**src/rtl/store_buffer_dmem.sv**
```systemverilog
// Memory-stage data RAM behind a small in-order store buffer.
// Stores retire into the buffer, drain to RAM on load-free cycles, and loads forward from the youngest match.
module store_buffer_dmem #(
    parameter int DEPTH     = 4,
    parameter int MEM_WORDS = 64
) (
    input  logic                     clk,
    input  logic                     reset,
    input  logic                     MemWrite,
    input  logic                     MemRead,
    input  logic [31:0]              A,
    input  logic [31:0]              WD,
    output logic [31:0]              RD,
    output logic                     Stall,
    output logic                     Empty,
    output logic [$clog2(DEPTH):0]   Count
);

    localparam int PW = $clog2(DEPTH);
    localparam int CW = PW + 1;
    localparam int IW = $clog2(MEM_WORDS);

    logic [IW-1:0]    widx_q [DEPTH];
    logic [IW-1:0]    widx_d [DEPTH];
    logic [31:0]      data_q [DEPTH];
    logic [31:0]      data_d [DEPTH];
    logic [DEPTH-1:0] valid_q, valid_d;
    logic [PW-1:0]    head_q, head_d;
    logic [PW-1:0]    tail_q, tail_d;
    logic [CW-1:0]    count_q, count_d;
    logic [31:0]      mem_q [MEM_WORDS];

    logic [IW-1:0]    widx;
    logic             full;
    logic             do_store;
    logic             do_drain;
    logic             hit;
    logic [31:0]      fwd;
    logic [PW-1:0]    idx;
    logic             unused_addr;

    assign widx        = A[IW+1:2];
    assign unused_addr = ^{A[31:IW+2], A[1:0]};
    assign full        = (count_q == CW'(DEPTH));
    assign do_store    = MemWrite && !full;
    // A load owns the RAM port; a store-only cycle (even with MemRead) still blocks draining
    assign do_drain    = (count_q != '0) && !MemRead;

    always_comb begin
        widx_d  = widx_q;
        data_d  = data_q;
        valid_d = valid_q;
        head_d  = head_q;
        tail_d  = tail_q;
        count_d = count_q;
        if (do_store) begin
            widx_d[tail_q]  = widx;
            data_d[tail_q]  = WD;
            valid_d[tail_q] = 1'b1;
            tail_d          = tail_q + PW'(1);
        end
        if (do_drain) begin
            valid_d[head_q] = 1'b0;
            head_d          = head_q + PW'(1);
        end
        case ({do_store, do_drain})
            2'b10:   count_d = count_q + CW'(1);
            2'b01:   count_d = count_q - CW'(1);
            default: count_d = count_q;
        endcase
    end

    // Walk oldest to youngest so the last match seen is the youngest store
    always_comb begin
        hit = 1'b0;
        fwd = '0;
        idx = head_q;
        for (int i = 0; i < DEPTH; i++) begin
            idx = head_q + PW'(i);
            if (valid_q[idx] && (widx_q[idx] == widx)) begin
                hit = 1'b1;
                fwd = data_q[idx];
            end
        end
    end

    assign RD    = (MemRead && !MemWrite) ? (hit ? fwd : mem_q[widx]) : '0;
    assign Stall = MemWrite && full;
    assign Empty = (count_q == '0);
    assign Count = count_q;

    always_ff @(posedge clk) begin
        if (reset) begin
            valid_q <= '0;
            head_q  <= '0;
            tail_q  <= '0;
            count_q <= '0;
        end else begin
            valid_q <= valid_d;
            head_q  <= head_d;
            tail_q  <= tail_d;
            count_q <= count_d;
        end
        widx_q <= widx_d;
        data_q <= data_d;
    end

    always_ff @(posedge clk) begin
        if (!reset && do_drain) begin
            mem_q[widx_q[head_q]] <= data_q[head_q];
        end
    end

    always_ff @(posedge clk) begin
        if (!reset) begin
            assert (count_q <= CW'(DEPTH));
            assert ((count_q == '0) == Empty);
            if (full) begin
                assert (Stall == MemWrite);
            end
        end
    end

endmodule

```
**config.mk**
```make
export PLATFORM = sky130hd
export DESIGN_NAME = store_buffer_dmem
export DESIGN_NICKNAME = d
export VERILOG_FILES = /design/src/rtl/store_buffer_dmem.sv
export SDC_FILE = /design/constraint.sdc
export NUM_CORES = 2
export LEC_CHECK = 0
export CAP_MARGIN = 5
export CELL_PAD_IN_SITES_DETAIL_PLACEMENT = 0
export CELL_PAD_IN_SITES_GLOBAL_PLACEMENT = 1
export CORE_MARGIN = 5
export CORE_UTILIZATION = 55
export CTS_CLUSTER_SIZE = 24
export DETAILED_ROUTE_END_ITERATION = 7
export GPL_ROUTABILITY_DRIVEN = 0
export PLACE_DENSITY_LB_ADDON = 0.1
export RECOVER_POWER = 25
export SYNTH_ARGS = -nofsm -noshare
export SYNTH_HDL_FRONTEND = slang
export SYNTH_SLANG_ARGS = --single-unit
export TNS_END_PERCENT = 1
```
**constraint.sdc**
```tcl
create_clock -name clk -period 6.5 [get_ports clk]
set_input_delay 1.3 -clock clk [delete_from_list [all_inputs] [get_ports clk]]
set_output_delay 1.3 -clock clk [all_outputs]
set_load 0.01 [all_outputs]
```
; Word-level counts from Yosys, hierarchy flattened
; Memory sizes are Yosys's and may differ from the RTL's.
; Index checks and enable logic that the tools add are counted.
[classes]
n_bitwise = 8
reduce_logical = 19
n_lt_le_gt_ge = 13
n_eq_ne = 7
addsub = 6
n_mux = 57
[ops]
columns = op, count
row1 = $mux W32, 15
row2 = $bmux W32 S2, 4
row3 = $bwmux W128, 1
row4 = $demux W32 S2, 1
row5 = $mux W6, 9
row6 = $bmux W6 S2, 4
row7 = $bwmux W24, 1
row8 = $eq A6 B6 Y1, 4
row9 = $ge A3 B3 Y1 const B, 5
row10 = $lt A2 B3 Y1 const B, 5
row11 = $not A2 Y3, 5
row12 = $demux W6 S2, 1
row13 = $logic_and A1 B1 Y1, 12
row14 = $mux W1, 12
row15 = $bmux W1 S2, 4
row16 = $mux W4, 2
row17 = $pmux W3 S2, 1
row18 = $add A2 B1 Y2 const B, 2
row19 = $add A2 B2 Y2 const B, 2
row20 = $and A4 B4 Y4, 1
row21 = $demux W1 S2, 2
row22 = $ge A2 B1 Y1 const B, 2
row23 = $logic_not A1 Y1, 4
row24 = $not A4 Y4, 1
row25 = 10 further kinds, 10
[totals]
reg_bits = 163
memories = 1
word_cells = 123
input_bits = 68
output_inout_bits = 37
mem_bits_rw = 2048
[mem_list]
columns = memory, words, word_bits, rd, rd_ports_with_merged_regs, write_ports, line_no
row1 = mem_q, 64, 32, 1, 0, 1, 31  ; logic [31:0] mem_q [MEM_WORDS];

; Logic depth before layout (Yosys ltp)
[depth]
word_depth = 12
ltp_mapped = 21
depth_no_buf = 10

; Least setup slack after synthesis
; Ideal clock, no wire load.
[synth_timing]
path_type = reg2out
start = reg head_q[0]
end = out RD[18]
n_path_buf = 12
arrival_ns = 4.328
stages_incl_launch_ff = 21
slack_ns = 0.872
path_cell_list = dfxtp_1 buf_6 buf_8 buf_6 buf_6 buf_4 buf_4 buf_2 buf_2 inv_1 ha_1 clkbuf_1 buf_2 o21ai_1 o22a_1 or4_1 buf_2 nor2_2 buf_6 a22oi_1 a41oi_1
[synth_lines]
columns = item, line_no
row1 = from (decl), 28  ; logic [PW-1:0] head_q, head_d;
row2 = from (signal assigned), 95  ; head_q <= '0;
row3 = from (signal assigned), 100  ; head_q <= head_d;
row4 = $add A2 B2 Y2 (*), 79  ; idx = head_q + PW'(i);
row5 = via idx[0], 39  ; logic [PW-1:0] idx;
row6 = $not A2 Y3 (not written as such), "80, 82"
row7 = $bmux W6 S2, 80  ; if (valid_q[idx] && (widx_q[idx] == widx)) begin
row8 = $mux W6 (not written as such) (2 in series), 80
row9 = $eq A6 B6 Y1, 80
row10 = $logic_and A1 B1 Y1, 80
row11 = $mux W32 or $mux W1 (tied branches), 80
row12 = $mux W32 (*) (2 in series), 87  ; assign RD = (MemRead && !MemWrite) ? (hit ? fwd : mem_q[widx]) : '0;
row13 = to (decl), 13  ; output logic [31:0] RD,
; The timed path passes the listed nets; every way through them passes the cells marked *. The select of a mux whose other input is x is not followed.

; Final worst setup path
[layout_timing]
start = in A[2]
end = out RD[23]
[layout_via]
elab_chain_cells = 8
[layout_lines]
columns = item, line_no
row1 = from (decl), 11  ; input logic [31:0] A,
row2 = $eq A6 B6 Y1, 80
row3 = $logic_and A1 B1 Y1, 80
row4 = $mux W32 or $mux W1 (tied branches) (4 in series), 80
row5 = $mux W32 (*) (2 in series), 87
; Every way passes the cells marked *; elsewhere a longest branch is shown, timed or not.

==> metrics.txt <==
Post-Syn Instances 4,591; cell area power density 356 nW/um^2; drt initial violations 6,119; port bufs 78; antenna-violating nets left 0; Seq/Total Area, Yosys 74.7%; Max-cap violations 0; global-route wire length before repair 354 mm; Post-synth EDFFs 2,200; post-layout net count 5,037; Initial Util 55.3%; total track usage 29.7%; HP Class reg2reg; Synth Flop Type edfxtp_1; Final Hold Vio Count 0; crit-path max FO 22; commonest non-fill, non-tap cell in the layout edfxtp_1; met3 Track Usage GR 6.42%; synth unique cells 69; Pre-antenna DRT Iters 6; Synth Area in Compound Gates 5.48%; Slew HR between 20% and 30%; crit start category input port; largest family of logic cells by synthesized area multiplexers; Post-Synth Simple-Gate Area around 2.4%; min Tclk post-route 6.40 ns; RSZ-0062 raised after global routing true; die height 412 um; M2 GR Usage 46.5%; via/cell ratio 6.57; Clock Latency Late Sink 0.86 ns; LEAKAGE 32.6 nW; Critical Path Max Stage Delay 0.54 ns; Die ar. 169,000 um^2; reg2reg start head_q[1]$_SDFFE_PP0P_; DRC viols 0; IR Drop Worst-Case VDD 291 uV; global route hottest layer met2; CP Capture Type output pin; most frequent cells in the layout 2,200 x edfxtp_1, 461 x mux2i_1, 363 x mux4_2; # setup viols final 0; post-synthesis mux area share 15.2%; fin util 63.3%; Pwr Total 36.2 mW; Reg2Reg Depth 7; r2r endpoint mem_q[4][30]$_DFFE_PP_; DP HPWL 150 mm; FFs w/ async S/R, synth 0%; post-DR wirelength/cell 34.4 um; fin cells 7,307; worst-margin pin slew 1.17 ns; FF+latch count, synth 2,211; Clk pin slew, worst setup/hold paths 0.06 ns; achievable frequency 156 MHz; HP Start valid_q[0]$_SDFF_PP0_; Synth area leader edfxtp_1; worst hold path cell count 2; Synth warnings 0; # rows 147; Hold Worst Slack 0.514 ns; vias in the first global route 46,900; overall die width 412 um; status completed; aggregate global routing overflow 0; total clock sinks 2,211; Synth top area share 74.5%; worst path cell trace buf_12, buf_12, buf_12, buf_4, mux4_2, a22o_1, a221oi_1, buf_4, o22ai_1, a2111oi_1, buf_4, a211oi_1, o221a_1, clkdlybuf4s50_1; GRT met1 Usage ~42%; initial antenna violation count 21; Core ar. 160,000 um^2; H-tree levels 4; Worst R2R Setup Slack 1.67 ns; Area Growth Syn to Fin 14.5%; drt total wl roughly 250 mm; clock buffer depth 3; Mapped Avg Cell Area 19.3 um^2; final worst-path cycle share 98.5%; CTS Buf Count roughly 220; dpl cells 6,898; Worst EP required 5.20 ns; Vias 48,000; Post-Synth Adder-Cell Area 0.150%; largest net degree at the start of global routing 103; critical path class in2out; Crit-path slowest cell a2111oi_1; worst endpoint data arrival time 5.10 ns; number of placed I/O pins 105; Setup Skew around 0.048 ns; top cells by area, synth edfxtp_1 74%, mux4_2 9.2%, mux2i_1 5.2%; Worst Hold Path EP valid_q[0]$_SDFF_PP0_; CTS tree yes; share of cells above drive strength 1 a little under a quarter; Synth Cell Area 88,700 um^2; post-synth net total 4,669; fin. max-slew vios 0; root buffer cell clkbuf_16; XOR/XNOR share of the synthesized area 0.286%
## area by class of cell
type	count	area, um^2
inverter	12	52.6
antenna	11	27.5
sequential	2211	66300
clock inverter	138	1280
tap	2160	2700
multi-input combinational	2081	21700
clock buffer	259	5610
timing repair buffer	435	3850
fill	11300	58800
## power breakdown
part / total [mW] / internal (mW) / switching [mW]
clock: 12.2 / 6.80 / 5.37
combinational: 6.04 / 1.51 / 4.53
sequential: 17.9 / 17.8 / 0.105
total: 36.2 / 26.1 / 10.0
## metal layers
layer	routed length, um	vias to the layer above
li1	-	19900
met1	99200	25300
met2	118000	2440
met3	24600	400
met4	9600	6
met5	28	-
## per-stage QoR
| stage | setup TNS (ns) | cell area [um^2] | setup WS, ns |
|---|---|---|---|
| floorplan | 0 | 88700 | 0.872 |
| global placement | -1.37 | 94500 | -0.509 |
| detailed placement | -1.42 | 94500 | -0.540 |
| CTS | -0.00430 | 101000 | -0.00430 |
| global route | -0.0449 | 102000 | -0.0449 |
| finish | 0 | 102000 | 0.0995 |
## critical path: cells and delay by family
kind | cells | cell delay, ns
compound gates | 6 | 1.44
mux | 1 | 0.52
buf+inv | 7 | 1.76
## logic make-up after synthesis
logic type | count (synthesis)
AO/OA/AOI/OAI | 693
XOR/XNOR | 29
adder cells (fa/ha/maj) | 10
buffers and inverters | 299
flip-flops | 2211
multiplexers | 887
AND/OR/NAND/NOR | 462
## what timing repair did
action                     CTS  global route
buffers inserted             1             0
hold buffers                 0             0
resized for setup           14            11
setup endpoints to repair   26            11
## synth_stat cells, types with 13 or more instances
cell         n
edfxtp_1  2200
mux2i_1    461
mux4_2     363
nor2_1     182
o21ai_0    158
a221oi_1   141
clkbuf_1   136
nand2_1    122
a21oi_1    114
mux2_2      60
buf_2       57
buf_4       55
nor3_1      53
a221o_1     51
a22oi_1     49
a211oi_1    35
a31oi_1     27
nand3_1     26
xnor2_1     21
o211ai_1    20
buf_1       19
buf_6       19
a22o_1      18
o22ai_1     16
nand4_1     13
## registers in the layout, summed over array words and instances (netlist names)
register / count
widx_q: 24
data_q: 128
valid_q: 4
tail_q: 2
mem_q: 2048
Count: 3
head_q: 2
## worst max-delay path by stage
| stage | endpoint | slack [ns] | startpoint |
|---|---|---|---|
| detailed placement | RD[18] | -0.54 | A[2] |
| global route | RD[13] | -0.04 | head_q[0]$_SDFFE_PP0P_ |
| floorplan | RD[18] | 0.87 | head_q[0]$_SDFFE_PP0P_ |
| finish | RD[23] | 0.1 | A[2] |
| CTS | RD[11] | -0.004 | A[2] |
| global placement | RD[18] | -0.51 | A[2] |
Power figures use the tool's default switching activity.
